File: config.mk
export PLATFORM = sky130hd
export DESIGN_NAME = vga_timing_ctrl_flat
export DESIGN_NICKNAME = d
export VERILOG_FILES = /design/src/rtl/vga_pkg.sv /design/src/rtl/vga_timing_ctrl_if.sv /design/src/rtl/vga_pixel_tick.sv /design/src/rtl/vga_timing_ctrl.sv /design/src/flat_wrapper.sv
export SDC_FILE = /design/constraint.sdc
export NUM_CORES = 1
export LEC_CHECK = 0
export ABC_AREA = 0
export BUFFER_PORTS_ARGS = -buffer_cell sky130_fd_sc_hd__buf_2
export CORE_ASPECT_RATIO = 1.75
export CORE_MARGIN = 3
export CORE_UTILIZATION = 30
export CTS_CLUSTER_DIAMETER = 30
export DETAILED_ROUTE_END_ITERATION = 6
export HOLD_SLACK_MARGIN = 0.1
export PLACE_DENSITY = 0.52
export SLEW_MARGIN = 10
export SYNTH_ARGS = -nofsm -noshare
export SYNTH_HDL_FRONTEND = slang
export SYNTH_HIERARCHICAL = 1
export SYNTH_SLANG_ARGS = --single-unit
File: constraint.sdc
create_clock -name clk -period 2 [get_ports clk]
set_input_delay 0.5 -clock clk [delete_from_list [all_inputs] [get_ports clk]]
set_output_delay 0.5 -clock clk [all_outputs]
set_load 0.01 [all_outputs]
File: src/rtl/vga_pkg.sv
// Shared VGA 640x480@60 Hz timing constants and the game-state enum used by
// the screen and game blocks.
package vga_pkg;

    localparam int unsigned VGA_H_VISIBLE = 640;
    localparam int unsigned VGA_H_FRONT   = 16;
    localparam int unsigned VGA_H_SYNC    = 96;
    localparam int unsigned VGA_H_BACK    = 48;
    localparam int unsigned VGA_V_VISIBLE = 480;
    localparam int unsigned VGA_V_FRONT   = 10;
    localparam int unsigned VGA_V_SYNC    = 2;
    localparam int unsigned VGA_V_BACK    = 33;

    localparam int unsigned VGA_H_TOTAL = VGA_H_VISIBLE + VGA_H_FRONT + VGA_H_SYNC + VGA_H_BACK;
    localparam int unsigned VGA_V_TOTAL = VGA_V_VISIBLE + VGA_V_FRONT + VGA_V_SYNC + VGA_V_BACK;

    // Inclusive sync windows: 656..751 and 490..491 for the default timing.
    localparam int unsigned VGA_H_SYNC_START = VGA_H_VISIBLE + VGA_H_FRONT;
    localparam int unsigned VGA_H_SYNC_END   = VGA_H_SYNC_START + VGA_H_SYNC - 1;
    localparam int unsigned VGA_V_SYNC_START = VGA_V_VISIBLE + VGA_V_FRONT;
    localparam int unsigned VGA_V_SYNC_END   = VGA_V_SYNC_START + VGA_V_SYNC - 1;

    typedef enum logic [1:0] {
        INICIAL = 2'd0,
        JOGO    = 2'd1,
        VITORIA = 2'd2,
        DERROTA = 2'd3
    } game_state_t;

endpackage

File: src/rtl/vga_timing_ctrl_if.sv
// Bundle between the timing controller, the screen-selection block and the DAC pins.
interface vga_timing_ctrl_if;

    logic [9:0] h_counter;
    logic [9:0] v_counter;
    logic [7:0] R_in;
    logic [7:0] G_in;
    logic [7:0] B_in;
    logic [7:0] VGA_R;
    logic [7:0] VGA_G;
    logic [7:0] VGA_B;
    logic       VGA_HS;
    logic       VGA_VS;
    logic       VGA_BLANK_N;
    logic       VGA_SYNC_N;
    logic       VGA_CLK;
    logic       frame_start;

    modport master (
        output h_counter, v_counter,
        output VGA_R, VGA_G, VGA_B, VGA_HS, VGA_VS,
        output VGA_BLANK_N, VGA_SYNC_N, VGA_CLK, frame_start,
        input  R_in, G_in, B_in
    );

    modport slave (
        input  h_counter, v_counter,
        input  VGA_R, VGA_G, VGA_B, VGA_HS, VGA_VS,
        input  VGA_BLANK_N, VGA_SYNC_N, VGA_CLK, frame_start,
        output R_in, G_in, B_in
    );

endinterface

File: src/rtl/vga_pixel_tick.sv
// System-clock divider: one-clk pixel tick every CLK_DIV clocks plus the DAC pixel clock.
module vga_pixel_tick #(
    parameter int unsigned CLK_DIV = 2
) (
    input  logic clk,
    input  logic reset,
    output logic tick,
    output logic vga_clk
);

    if (CLK_DIV < 2) begin : g_bad_div
        $error("vga_pixel_tick: CLK_DIV must be at least 2");
    end

    localparam int unsigned DIV_W = (CLK_DIV > 2) ? $clog2(CLK_DIV) : 1;
    localparam logic [DIV_W-1:0] DIV_LAST = DIV_W'(CLK_DIV - 1);
    localparam logic [DIV_W-1:0] DIV_HALF = DIV_W'(CLK_DIV / 2);

    logic [DIV_W-1:0] div;
    logic [DIV_W-1:0] div_next;

    always_comb begin
        div_next = div + DIV_W'(1);
        if (div == DIV_LAST) begin
            div_next = '0;
        end
    end

    assign tick = (div == DIV_LAST);

    // vga_clk is decoded from div_next so the flop always equals (div >= CLK_DIV/2).
    always_ff @(posedge clk or posedge reset) begin
        if (reset) begin
            div     <= '0;
            vga_clk <= 1'b0;
        end else begin
            div     <= div_next;
            vga_clk <= (div_next >= DIV_HALF);
        end
    end

endmodule

File: src/rtl/vga_timing_ctrl.sv
// VGA timing generator: pixel/line counters, sync/blank decode and the registered
// colour/sync output stage feeding the DAC.
module vga_timing_ctrl
    import vga_pkg::*;
#(
    parameter int unsigned CLK_DIV   = 2,
    parameter int unsigned H_VISIBLE = VGA_H_VISIBLE,
    parameter int unsigned H_FRONT   = VGA_H_FRONT,
    parameter int unsigned H_SYNC    = VGA_H_SYNC,
    parameter int unsigned H_BACK    = VGA_H_BACK,
    parameter int unsigned V_VISIBLE = VGA_V_VISIBLE,
    parameter int unsigned V_FRONT   = VGA_V_FRONT,
    parameter int unsigned V_SYNC    = VGA_V_SYNC,
    parameter int unsigned V_BACK    = VGA_V_BACK
) (
    input  logic              clk,
    input  logic              reset,
    vga_timing_ctrl_if.master vga
);

    localparam logic [9:0] H_LAST  = 10'(H_VISIBLE + H_FRONT + H_SYNC + H_BACK - 1);
    localparam logic [9:0] V_LAST  = 10'(V_VISIBLE + V_FRONT + V_SYNC + V_BACK - 1);
    localparam logic [9:0] H_VIS   = 10'(H_VISIBLE);
    localparam logic [9:0] V_VIS   = 10'(V_VISIBLE);
    localparam logic [9:0] HS_FROM = 10'(H_VISIBLE + H_FRONT);
    localparam logic [9:0] HS_TO   = 10'(H_VISIBLE + H_FRONT + H_SYNC - 1);
    localparam logic [9:0] VS_FROM = 10'(V_VISIBLE + V_FRONT);
    localparam logic [9:0] VS_TO   = 10'(V_VISIBLE + V_FRONT + V_SYNC - 1);

    logic       tick;
    logic [9:0] h_cnt;
    logic [9:0] v_cnt;
    logic       active;
    logic       hs_n;
    logic       vs_n;
    logic       frame_wrap;
    logic [7:0] r_q, g_q, b_q;
    logic       blank_n_q, hs_q, vs_q, frame_start_q;

    vga_pixel_tick #(
        .CLK_DIV (CLK_DIV)
    ) u_pixel_tick (
        .clk     (clk),
        .reset   (reset),
        .tick    (tick),
        .vga_clk (vga.VGA_CLK)
    );

    always_ff @(posedge clk or posedge reset) begin
        if (reset) begin
            h_cnt <= '0;
            v_cnt <= '0;
        end else if (tick) begin
            if (h_cnt == H_LAST) begin
                h_cnt <= '0;
                v_cnt <= (v_cnt == V_LAST) ? '0 : v_cnt + 10'd1;
            end else begin
                h_cnt <= h_cnt + 10'd1;
            end
        end
    end

    always_comb begin
        active     = (h_cnt < H_VIS) && (v_cnt < V_VIS);
        hs_n       = !((h_cnt >= HS_FROM) && (h_cnt <= HS_TO));
        vs_n       = !((v_cnt >= VS_FROM) && (v_cnt <= VS_TO));
        frame_wrap = (h_cnt == H_LAST) && (v_cnt == V_LAST);
    end

    // Colour and sync share the tick edge, so they leave one pixel behind the counters together.
    always_ff @(posedge clk or posedge reset) begin
        if (reset) begin
            r_q           <= '0;
            g_q           <= '0;
            b_q           <= '0;
            blank_n_q     <= 1'b0;
            hs_q          <= 1'b1;
            vs_q          <= 1'b1;
            frame_start_q <= 1'b0;
        end else begin
            frame_start_q <= tick && frame_wrap;
            if (tick) begin
                r_q       <= active ? vga.R_in : '0;
                g_q       <= active ? vga.G_in : '0;
                b_q       <= active ? vga.B_in : '0;
                blank_n_q <= active;
                hs_q      <= hs_n;
                vs_q      <= vs_n;
            end
        end
    end

    assign vga.h_counter   = h_cnt;
    assign vga.v_counter   = v_cnt;
    assign vga.VGA_R       = r_q;
    assign vga.VGA_G       = g_q;
    assign vga.VGA_B       = b_q;
    assign vga.VGA_BLANK_N = blank_n_q;
    assign vga.VGA_HS      = hs_q;
    assign vga.VGA_VS      = vs_q;
    assign vga.VGA_SYNC_N  = 1'b0;
    assign vga.frame_start = frame_start_q;

endmodule

File: src/flat_wrapper.sv
// flat-port wrapper written by rule: the top's interface ports become plain ports
module vga_timing_ctrl_flat import vga_pkg::*;
#(
    parameter int unsigned CLK_DIV   = 2,
    parameter int unsigned H_VISIBLE = VGA_H_VISIBLE,
    parameter int unsigned H_FRONT   = VGA_H_FRONT,
    parameter int unsigned H_SYNC    = VGA_H_SYNC,
    parameter int unsigned H_BACK    = VGA_H_BACK,
    parameter int unsigned V_VISIBLE = VGA_V_VISIBLE,
    parameter int unsigned V_FRONT   = VGA_V_FRONT,
    parameter int unsigned V_SYNC    = VGA_V_SYNC,
    parameter int unsigned V_BACK    = VGA_V_BACK
)
  (clk, reset, vga_h_counter, vga_v_counter, vga_VGA_R, vga_VGA_G, vga_VGA_B, vga_VGA_HS, vga_VGA_VS, vga_VGA_BLANK_N, vga_VGA_SYNC_N, vga_VGA_CLK, vga_frame_start, vga_R_in, vga_G_in, vga_B_in);
  vga_timing_ctrl_if vga_i ();
  input  logic clk;
  input  logic reset;
  output wire logic [$bits(vga_i.h_counter)-1:0] vga_h_counter;
  output wire logic [$bits(vga_i.v_counter)-1:0] vga_v_counter;
  output wire logic [$bits(vga_i.VGA_R)-1:0] vga_VGA_R;
  output wire logic [$bits(vga_i.VGA_G)-1:0] vga_VGA_G;
  output wire logic [$bits(vga_i.VGA_B)-1:0] vga_VGA_B;
  output wire logic [$bits(vga_i.VGA_HS)-1:0] vga_VGA_HS;
  output wire logic [$bits(vga_i.VGA_VS)-1:0] vga_VGA_VS;
  output wire logic [$bits(vga_i.VGA_BLANK_N)-1:0] vga_VGA_BLANK_N;
  output wire logic [$bits(vga_i.VGA_SYNC_N)-1:0] vga_VGA_SYNC_N;
  output wire logic [$bits(vga_i.VGA_CLK)-1:0] vga_VGA_CLK;
  output wire logic [$bits(vga_i.frame_start)-1:0] vga_frame_start;
  input wire logic [$bits(vga_i.R_in)-1:0] vga_R_in;
  input wire logic [$bits(vga_i.G_in)-1:0] vga_G_in;
  input wire logic [$bits(vga_i.B_in)-1:0] vga_B_in;
  assign vga_h_counter = vga_i.h_counter;
  assign vga_v_counter = vga_i.v_counter;
  assign vga_VGA_R = vga_i.VGA_R;
  assign vga_VGA_G = vga_i.VGA_G;
  assign vga_VGA_B = vga_i.VGA_B;
  assign vga_VGA_HS = vga_i.VGA_HS;
  assign vga_VGA_VS = vga_i.VGA_VS;
  assign vga_VGA_BLANK_N = vga_i.VGA_BLANK_N;
  assign vga_VGA_SYNC_N = vga_i.VGA_SYNC_N;
  assign vga_VGA_CLK = vga_i.VGA_CLK;
  assign vga_frame_start = vga_i.frame_start;
  assign vga_i.R_in = vga_R_in;
  assign vga_i.G_in = vga_G_in;
  assign vga_i.B_in = vga_B_in;
  vga_timing_ctrl #(.CLK_DIV(CLK_DIV), .H_VISIBLE(H_VISIBLE), .H_FRONT(H_FRONT), .H_SYNC(H_SYNC), .H_BACK(H_BACK), .V_VISIBLE(V_VISIBLE), .V_FRONT(V_FRONT), .V_SYNC(V_SYNC), .V_BACK(V_BACK)) u_core (.clk(clk), .reset(reset), .vga(vga_i));
endmodule
==> Yosys cells after proc, flatten, opt, wreduce, memory -nomap -nowiden <==
Index checks and enable logic that the tools add are counted.
{ "classes": {"n_addsub": 3, "magnitude_cmp": 7, "n_eq_ne": 2, "n_mux": 6, "n_reduce_logical": 8} }
{ "op_table": {"columns": ["cell", "count"], "rows": [
  ["$mux W8", 3],
  ["$add A10 B1 Y10 const B", 2],
  ["$eq A10 B10 Y1 const B", 2],
  ["$mux W10", 2],
  ["$ge A10 B10 Y1 const B", 1],
  ["$ge A10 B9 Y1 const B", 1],
  ["$le A10 B10 Y1 const B", 1],
  ["$le A10 B9 Y1 const B", 1],
  ["$lt A10 B10 Y1 const B", 1],
  ["$lt A10 B9 Y1 const B", 1],
  ["$logic_and A1 B1 Y1", 5],
  ["$logic_not A1 Y1", 2],
  ["$reduce_and A2 Y1", 1],
  ["$add A1 B1 Y1 const B", 1],
  ["$ge A1 B1 Y1 const B", 1],
  ["$mux W1", 1]
]} }
{ "word_totals": {"reg_bits": 50, "in_bits": 26, "output_inout_bits": 50, "elab_cells": 37} }

==> Logic depth before layout (Yosys ltp) <==
Gate-level depths: netlist (run 1).
{ "logic_depth": {"ltp_word": 3, "depth_mapped": 6, "ltp_nobuf": 6} }

==> Cells and area by module <==
Netlist (run 1), hierarchy kept.
{ "by_module_without_submodules": {"columns": ["module", "n_inst", "cells_each", "area_per_inst_um2", "seq_area_each_um2"], "rows": [
  ["vga_timing_ctrl", 1, 178, 2142.1, 1203.7],
  ["vga_pixel_tick", 1, 4, 40.0, 25.0]
]} }

==> Least setup slack after synthesis (run 1) <==
OpenSTA, ideal clock, no wires.
{ "synth_timing": {"path_kind": "register -> register", "from": "register u_core.h_cnt[5], in the netlist u_core/vga.h_counter[5]", "to": "register u_core.v_cnt[9], in the netlist u_core/vga.v_counter[9]", "setup_ns": 0.136, "t_arrival_ns": 1.633, "t_required_ns": 1.864, "slack_ns": 0.231, "stages_incl_launch_ff": 6, "n_path_buf": 1, "period_less_slack_ns": 1.769, "cell_sequence": "dfrtp_1 -> buf_6 -> or4b_4 -> nor4_4 -> and3_1 -> nor4_2"} }
{ "synth_between": {"elab_chain_cells": 2} }
{ "synth_rtl": {"columns": ["element", "line_no", "source"], "rows": [
  ["start: declaration", "vga_timing_ctrl.sv:31", "logic [9:0] h_cnt;"],
  ["start signal: assignment", "vga_timing_ctrl.sv:58", "h_cnt <= h_cnt + 10'd1;"],
  ["$eq A10 B10 Y1", "vga_timing_ctrl.sv:54", "if (h_cnt == H_LAST) begin"],
  ["$reduce_and A2 Y1 (no source line)", null, null],
  ["end signal: assignment", "vga_timing_ctrl.sv:56", "v_cnt <= (v_cnt == V_LAST) ? '0 : v_cnt + 10'd1;"],
  ["end: declaration", "vga_timing_ctrl.sv:32", "logic [9:0] v_cnt;"]
]} }
No other way between the ends.
A chain may end at the register's enable or synchronous reset.

==> Worst setup path after layout (run 1) <==
{ "layout_timing": {"from": "register u_core.h_cnt[6], in the netlist u_core/vga.h_counter[6]", "to": "register u_core.v_cnt[9], in the netlist u_core/vga.v_counter[9]"} }
Same word-level chain as after synthesis.

==> results of run 1 <==
-- report_power, final --
| part | total [mW] | switching [mW] | internal [mW] |
|---|---|---|---|
| clock network | 0.979 | 0.355 | 0.624 |
| registers | 1.03 | 0.0124 | 1.02 |
| logic | 0.112 | 0.0563 | 0.0553 |
-- state kept, by name, indices dropped and copies added, names as in the netlist --
signal / cells
u_core/vga.VGA_VS: 1
u_core/u_pixel_tick/tick: 1
u_core/vga.v_counter: 10
u_core/vga.VGA_R: 8
u_core/vga.frame_start: 1
u_core/vga.VGA_G: 8
u_core/vga.VGA_HS: 1
u_core/vga.VGA_BLANK_N: 1
u_core/vga.VGA_B: 8
u_core/vga.h_counter: 10
-- final cells by class --
cell class	instances	area, µm²
clock buffers	6	139
clock inverters	2	37.5
fillers	693	4020
inverters	10	37.5
multi-input cells	114	885
flip-flops and latches	49	1230
well taps	84	105
repair buffers	90	505
-- timing repair --
action / CTS / global route
endpoints found under the setup margin: 0 / 2
hold endpoints to repair: 1 / 0
gates resized for setup: 0 / 2
buffers inserted: 0 / 0
hold buffers: 1 / 0
-- placed cells by master (no fill, tap or decap), drive strengths merged, types with 3 or more instances in the layout --
cell    instances
a22o           25
and4            3
buf            89
clkbuf          6
dfrtp          47
ha              4
inv            10
nand2           6
nand3          10
nand4           7
nor2            9
nor3            5
nor4            6
o21ai           5
xnor2          10
-- metrics by stage --
stage / power, mW / hold slack [ns] / cell area, µm²
after floorplan: 1.10 / 0.229 / 2180
final: 2.12 / 0.430 / 2940
after global routing: 2.21 / 0.434 / 2940
after detailed placement: 1.16 / 0.366 / 2740
after global placement: 1.16 / 0.362 / 2740
after CTS: 2.16 / 0.424 / 2930
-- Yosys cell counts, types with 2 or more instances --
library cell,number,area share [%]
dfrtp_1,47,54
a22o_1,25,10
nand3_1,10,2.3
xnor2_1,10,4.0
inv_1,9,1.5
nor2_1,8,1.4
nand2_1,6,1.0
nand4_1,6,1.7
o21ai_0,5,1.1
ha_1,4,2.3
nor3_1,4,0.92
and4_1,3,1.2
buf_2,3,0.69
nor4_1,3,0.86
a21o_1,2,0.69
a21oi_1,2,0.46
and3_1,2,0.57
buf_4,2,0.69
clkbuf_1,2,0.34
dfstp_2,2,2.4
nor2b_1,2,0.57
nor4_4,2,1.9
xor2_1,2,0.80
-- logic make-up after synthesis --
group | Yosys count | share of synthesized area, %
other cells | 1 | 0.172
compound gates | 38 | 13.6
flops | 49 | 56.3
fa+ha+maj | 4 | 2.29
xor+xnor | 12 | 4.82
buf+inv | 19 | 4.13
simple gates | 58 | 18.2
mux | 1 | 0.516
-- how the worst max path moves through the flow --
stage | from | end | slack (ns) | cells after the start
after CTS | u_core/vga.h_counter[0]$_DFFE_PP0P_ | u_core/vga.h_counter[9]$_DFFE_PP0P_ | 0.1 | 5
final | u_core/vga.h_counter[6]$_DFFE_PP0P_ | u_core/vga.v_counter[9]$_DFFE_PP0P_ | 0.18 | 4
after global placement | u_core/vga.h_counter[0]$_DFFE_PP0P_ | u_core/vga.v_counter[1]$_DFFE_PP0P_ | 0.16 | 6
after global routing | u_core/vga.v_counter[0]$_DFFE_PP0P_ | u_core/vga.v_counter[4]$_DFFE_PP0P_ | 0.05 | 6
after floorplan | u_core/vga.h_counter[5]$_DFFE_PP0P_ | u_core/vga.v_counter[9]$_DFFE_PP0P_ | 0.23 | 5
after detailed placement | u_core/vga.h_counter[0]$_DFFE_PP0P_ | u_core/vga.h_counter[9]$_DFFE_PP0P_ | 0.13 | 5
-- worst register-to-register path: cells and delay by family (launching register included) --
family / cells / cell delay, ns
simple gates: 4 / 1.23
flops: 1 / 0.47
-- per-layer routing --
layer / routed length, µm / vias up / share of wire, % / GRT usage [%]
met5: 0 / - / 0 / 0
met4: 83 / 0 / 1.5 / 4.32
met3: 254 / 5 / 4.6 / 2.28
met2: 3020 / 48 / 55 / 24.6
met1: 2170 / 860 / 39 / 16.6
li1: - / 839 / - / -
==> reports/qor.txt, run 1 <==
Status: finished, final reports clean
Clock Sinks: 49
Syn Nets: 212
P per Cell Area: 721 nW/µm²
Post-detailed-route wirelength per cell: 15.6 µm
Sink of the worst hold path: u_core/vga.VGA_G[0]$_DFFE_PP0P_
Layout Utilization: 42.2%
Ys flop type: dfrtp_1
Max-Cap Viols: 0
RSZ-0062 raised after global routing: false
Final setup margin: 0.181 ns
Placed Cells: 346
Top delay family on crit path: simple AND/OR/NAND/NOR gates
Initial antenna violation count: 0
Slowest-stage cell, CP: or4b_4
Clock tree root driver cell: clkbuf_16
Path depth of the worst reg2reg path: 4
Routed Antenna Nets: 0
Vias in the first global route: 1739
CTS tree: done
Final setup viols: 0
Setup crit end kind: flop
R2R setup slack: 0.18 ns
Max rail drop VDD: 395 µV
Largest net degree at the start of global routing: 36
Site Rows: 40
Yosys reg bits: 49
Placement Setup Slack: 0.126 ns
Min-delay src: vga_G_in[0]
Netlist cell types: 44
Residual DRC count: 0
Setup TNS: 0 ns
P_leak: 1.50 nW
Clk_skew: 0.00537 ns
Reg clk slew, reported paths: 0.06 ns
Min Tclk post-route: 1.82 ns
Num CTS Buffers: 5
Mapped Cells: 182
First-pass GRT wire length: 9070 µm
H-tree Lvls: 2
Yosys warnings: 6
Ant diodes: 0
Nets: 300
Total grt overflow: 0
Tcrit/Tclk final: 91.0%
GRT Util Overall: 13.8%
Crit path buffers/inverters: 0
Sequential-to-total area share from yosys stat: 56.3%
Initial DRC count: 79
Final Max Slew Viols: 0
Max Freq: 0.550 GHz
Finished Layout Cells: 355
Drt first pass iters: 4
Via count: 1752
Hold Path Class: primary input to flop
Hold depth: 2
FF-to-FF End: u_core/vga.v_counter[9]$_DFFE_PP0P_
Core Box Area: 6960 µm²
CP Max Fanout: 8
Critical-path cell list: or4b_4 -> nor4_4 -> and3_1 -> nor4_2
Clock Latency Late Sink: 0.28 ns
EDFF count, synth: 0
Crit path largest cell delay: 0.57 ns
Cell Area, Synth: 2180 µm²
Die Y: 119 µm
WP data arrival: 1.97 ns
Final hold vios: 0
GPL Wtd Cong: 0.882
Critical path class: flop to flop
Placed wire-length estimate: 4130 µm
Vias per inst: 4.94
Total I/O pin count: 76
Die ar.: 8370 µm²
Layout area overhead: 34.6%
Final wirelength: 5530 µm
I/O Buffers: 74
RR Startpoint: u_core/vga.h_counter[6]$_DFFE_PP0P_
Required time of the critical path: 2.15 ns
Worst Setup Start Kind: flop
Longest Clk Path Bufs: 2
Die width: 70.5 µm
Share of layout cells above drive strength 1: 41.3%
Avg Cell Area, Syn: 12.0 µm²
Asr flop ratio synth: 100%
Initial Utilization: 31.4%
No activity file was read; power rests on OpenSTA's default activity.
==> inputs of run 2 (changes only) <==
- RECOVER_POWER: default -> 25
- TNS_END_PERCENT: default -> 20
==> reports/qor.txt, run 2 (synthesis results as in run 1) <==
Status: finished, final reports clean
GRT Util Overall: 13.8% (unchanged)
Final wirelength: 5540 µm (about the same)
Setup TNS: 0 ns (unchanged)
Max Freq: 0.548 GHz (-0.24%)
Clock tree root driver cell: clkbuf_16
Longest Clk Path Bufs: 2 (unchanged)
Placement Setup Slack: 0.126 ns (unchanged)
I/O Buffers: 74 (unchanged)
Clock Sinks: 49 (unchanged)
Clk pwr share: 46.3% (about the same)
Die width: 70.5 µm (unchanged)
Max rail drop VDD: 394 µV (-0.15%)
Slowest-stage cell, CP: clkbuf_1
Total I/O pin count: 76 (unchanged)
CP Max Fanout: 12 (+4)
Clock Latency Late Sink: 0.28 ns (about the same)
GPL Wtd Cong: 0.882 (unchanged)
R2R setup slack: 0.18 ns (about the same)
Total grt overflow: 0 (unchanged)
Final setup margin: 0.176 ns (-0.00431 ns)
Routed Antenna Nets: 0 (unchanged)
Most frequent cells in the layout: 67 x buf_2, 47 x dfrtp_1, 25 x a22o_1
Initial Utilization: 31.4% (unchanged)
WP data arrival: 1.32 ns (-0.65 ns)
Max-Cap Viols: 0 (unchanged)
Worst Setup Start Kind: flop
Commonest non-fill, non-tap cell in the layout: buf_2
Post-detailed-route wirelength per cell: 15.6 µm (about the same)
CTS tree: done
P_leak: 1.47 nW (-1.7%)
Site Rows: 40 (unchanged)
NetSw: 422 µW (-0.28%)
Final Max Slew Viols: 0 (unchanged)
Pint: 1.69 mW (-0.25%)
Initial DRC count: 89 (+13%)
Final setup viols: 0 (unchanged)
Combinational share of power: 5.0% (-0.3 points)
Core Box Area: 6960 µm² (unchanged)
Critical path class: flop to primary output
Layout Utilization: 41.9% (-0.36 points)
Die Y: 119 µm (unchanged)
Vias in the first global route: 1739 (unchanged)
Ant diodes: 0 (unchanged)
Hold Path Class: primary input to flop
Final hold vios: 0 (unchanged)
Drt first pass iters: 4 (unchanged)
Setup crit end kind: primary output
Via count: 1756 (+0.23%)
Switch share: 20.0% (about the same)
Residual DRC count: 0 (unchanged)
Min Tclk post-route: 1.82 ns (+0.00431 ns)
Reg clk slew, reported paths: 0.07 ns (about the same)
Clk_skew: 0.00591 ns (+0.000532 ns)
Crit path largest cell delay: 0.41 ns (-0.16 ns)
Vias per inst: 4.95 (+0.23%)
Num CTS Buffers: 5 (unchanged)
Share of layout cells above drive strength 1: 38.0% (-3.3 points)
Nets: 300 (unchanged)
Die ar.: 8370 µm² (unchanged)
P per Cell Area: 725 nW/µm² (+0.60%)
Largest net degree at the start of global routing: 36 (unchanged)
Initial antenna violation count: 0 (unchanged)
RSZ-0062 raised after global routing: false
Layout area overhead: 33.5%
Sequential Power Share: 48.7% (+0.2 points)
H-tree Lvls: 2 (unchanged)
Required time of the critical path: 1.50 ns (-0.65 ns)
Critical-path cell list: clkbuf_1 -> buf_2
First-pass GRT wire length: 9070 µm (unchanged)
Placed wire-length estimate: 4130 µm (unchanged)
Tcrit/Tclk final: 91.2% (+0.22 points)
[run 2: timing repair]
item                       CTS  global route
setup buffers                0             0
hold endpoints to repair     1             0
hold buffers                 1             0
setup endpoints to repair    0             2
gates resized for setup      0             2
[run 2: final cells by class]
class                   instances  area (µm²)
fillers                       696        4040
flip-flops and latches         49        1230
multi-input cells             114         885
repair buffers                 90         480
clock buffers                   6         139
well taps                      84         105
clock inverters                 2        37.5
inverters                      10        37.5
[run 2: routing by layer]
metal  global-route usage, %  vias up  wire [µm]
li1                        -      841          -
met1                    16.6      862       2140
met2                    24.6       48       3060
met3                    2.28        5        248
met4                    4.32        0         83
met5                       0        -          0
[run 2: final timing paths]
path,startpoint,to,cells past startpoint
worst max-delay path,u_core/u_pixel_tick/tick$_DFF_PP0_,vga_VGA_CLK,2
max in group asynchronous,reset,u_core/vga.VGA_VS$_DFFE_PP1P_,4
worst min register to register,u_core/vga.VGA_BLANK_N$_DFFE_PP0P_,u_core/vga.VGA_BLANK_N$_DFFE_PP0P_,1
worst max register to register,u_core/vga.h_counter[6]$_DFFE_PP0P_,u_core/vga.v_counter[9]$_DFFE_PP0P_,4
worst min-delay path,vga_G_in[0],u_core/vga.VGA_G[0]$_DFFE_PP0P_,2
min in group asynchronous,reset,u_core/u_pixel_tick/tick$_DFF_PP0_,3
[run 2: power groups by stage]
stage	Sequential, mW	Clock (mW)	Combinational (mW)
2_1_floorplan	1.06	0	0.0371
5_1_grt	1.03	1.06	0.120
4_1_cts	1.03	1.02	0.116
3_5_place_dp	1.05	0	0.113
6_report	1.03	0.978	0.106
3_3_place_gp	1.05	0	0.114
[run 2: per-stage QoR]
stage	hold slack (ns)	area [µm²]	std cells	total power, mW
after floorplan	0.229	2180	182	1.10
after global placement	0.362	2740	346	1.16
after detailed placement	0.366	2740	346	1.16
after CTS	0.424	2930	355	2.16
after global routing	0.434	2910	355	2.21
final	0.431	2910	355	2.11
[run 2: worst max-delay path: cells and delay by family (launching register included)]
family	cells	cell delay [ns]
buffers and inverters	2	0.64
DFF	1	0.40
==> inputs of run 3 (changes only) <==
- CORE_UTILIZATION: 30 -> 35
- MAX_ROUTING_LAYER: default -> met4
- PLACE_DENSITY: 0.52 -> 0.58
==> reports/qor.txt, run 3 (synthesis results as in run 1) <==
Longest Clk Path Bufs: 2 (unchanged)
Crit path buffers/inverters: 1 (-1)
Placement Setup Slack: 0.112 ns (-0.0144 ns)
I/O Buffers: 74 (unchanged)
Top delay family on crit path: simple AND/OR/NAND/NOR gates
Die ar.: 7250 µm² (-13%)
Die width: 65.7 µm (-6.8%)
Setup crit end kind: flop
Slowest-stage cell, CP: or4_1
Hold Path Class: primary input to flop
R2R setup slack: 0.15 ns (-0.03 ns)
Die Y: 110 µm (-7.0%)
Vias per inst: 5.07 (+2.6%)
Path depth of the worst reg2reg path: 6 (+2)
GPL Wtd Cong: 0.833 (-5.6%)
GRT Util Overall: 15.6% (+1.8 points)
Max-Cap Viols: 0 (unchanged)
Layout Utilization: 47.8% (+6.0 points)
Critical path depth in cells: 6 (+4)
Crit. Startpoint: u_core/vga.v_counter[1]$_DFFE_PP0P_
Clk_skew: 0.00766 ns (+0.00175 ns)
Tcrit/Tclk final: 92.6% (+1.4 points)
Clock tree root driver cell: clkbuf_8
Critical path class: flop to flop
CTS tree: done
Final Max Slew Viols: 0 (unchanged)
P_leak: 1.46 nW (-0.46%)
Status: finished, final reports clean
Final hold vios: 0 (unchanged)
Clock Sinks: 49 (unchanged)
Initial Utilization: 36.5% (+5.2 points)
Commonest non-fill, non-tap cell in the layout: buf_2
Slew @ Worst Pin: 0.599 ns
Share of layout cells above drive strength 1: 40.2% (+2.2 points)
Most frequent cells in the layout: 73 x buf_2, 47 x dfrtp_1, 25 x a22o_1
Layout area overhead: 30.9%
Setup TNS: 0 ns (unchanged)
Final setup viols: 0 (unchanged)
RR Startpoint: u_core/vga.v_counter[1]$_DFFE_PP0P_
Total grt overflow: 0 (unchanged)
Slew margin rel.: 60.1%
Residual DRC count: 0 (unchanged)
Final setup margin: 0.149 ns (-0.0277 ns)
Crit path to: u_core/vga.v_counter[9]$_DFFE_PP0P_
Largest net degree at the start of global routing: 34 (-5.6%)
Clock Latency Late Sink: 0.30 ns (+0.02 ns)
Num CTS Buffers: 5 (unchanged)
Site Rows: 37 (-7.5%)
FF-to-FF End: u_core/vga.v_counter[9]$_DFFE_PP0P_
Critical-path cell list: inv_1 -> ha_1 -> nand4_1 -> or4_1 -> nor4_4 -> nor4_2
Min Tclk post-route: 1.85 ns (+0.0277 ns)
Total I/O pin count: 76 (unchanged)
Max rail drop VDD: 328 µV (-17%)
Worst Setup Start Kind: flop
Initial DRC count: 74 (-17%)
Vias in the first global route: 1721 (-1.0%)
Placed wire-length estimate: 4040 µm (-2.3%)
CP Max Fanout: 6 (-6)
Crit path largest cell delay: 0.58 ns (+0.17 ns)
Max Freq: 0.540 GHz (-1.5%)
P per Cell Area: 653 nW/µm² (-9.9%)
Ant diodes: 0 (unchanged)
RSZ-0062 raised after global routing: false
Post-detailed-route wirelength per cell: 15.6 µm (-0.30%)
First-pass GRT wire length: 8630 µm (-4.8%)
Routed Antenna Nets: 0 (unchanged)
Required time of the critical path: 2.18 ns (+0.68 ns)
WP data arrival: 2.03 ns (+0.71 ns)
Initial antenna violation count: 0 (unchanged)
Core Box Area: 5970 µm² (-14%)
H-tree Lvls: 2 (unchanged)
Via count: 1771 (+0.85%)
Drt first pass iters: 4 (unchanged)
Final wirelength: 5430 µm (-2.0%)
Reg clk slew, reported paths: 0.09 ns (+0.02 ns)
Nets: 300 (unchanged)
-- run 3: layout make-up --
type                    instances  area, µm²
inverters                      10       37.5
clock inverters                 2       37.5
repair buffers                 90        492
well taps                      78       97.6
fillers                       576       3120
flip-flops and latches         49       1230
clock buffers                   6       82.6
multi-input cells             114        881
-- run 3: through the flow --
step | instance area [µm²] | std cells | power (mW) | hold slack, ns
after CTS | 2860 | 349 | 1.90 | 0.405
after floorplan | 2180 | 182 | 1.10 | 0.229
after detailed placement | 2730 | 340 | 1.16 | 0.356
after global routing | 2860 | 349 | 1.95 | 0.401
final | 2860 | 349 | 1.87 | 0.414
after global placement | 2730 | 340 | 1.16 | 0.355
-- run 3: power breakdown --
group / switching [mW] / leakage [nW] / internal, mW
logic: 0.0558 / 0.803 / 0.0520
registers: 0.0118 / 0.602 / 1.01
clock network: 0.325 / 0.0574 / 0.407
-- run 3: how the worst min path moves through the flow --
stage / depth (start not counted) / start / end
after CTS: 2 / vga_G_in[4] / u_core/vga.VGA_G[4]$_DFFE_PP0P_
after floorplan: 1 / reset / u_core/u_pixel_tick/tick$_DFF_PP0_
after global routing: 2 / vga_G_in[1] / u_core/vga.VGA_G[1]$_DFFE_PP0P_
after global placement: 2 / reset / u_core/u_pixel_tick/tick$_DFF_PP0_
final: 2 / vga_G_in[4] / u_core/vga.VGA_G[4]$_DFFE_PP0P_
after detailed placement: 2 / reset / u_core/u_pixel_tick/tick$_DFF_PP0_
-- run 3: worst register-to-register path, delay by kind of cell (launching register included) --
family	cells	cell delay (ns)
simple gates	4	1.05
flops	1	0.44
fa+ha+maj	1	0.14
buf+inv	1	0.09
-- run 3: what timing repair did --
item,4_1_cts,5_1_grt
hold buffers,1,0
setup endpoints to repair,0,2
resized for setup,0,1
hold endpoints to repair,1,0
setup buffers,0,0
-- run 3: per-layer routing --
metal	vias up	GRT usage, %	part of all wire [%]
li1	838	-	-
met1	868	16.8	38
met3	10	3.05	5.0
met4	0	7.48	3.6
met5	-	-	0
met2	55	26.5	53
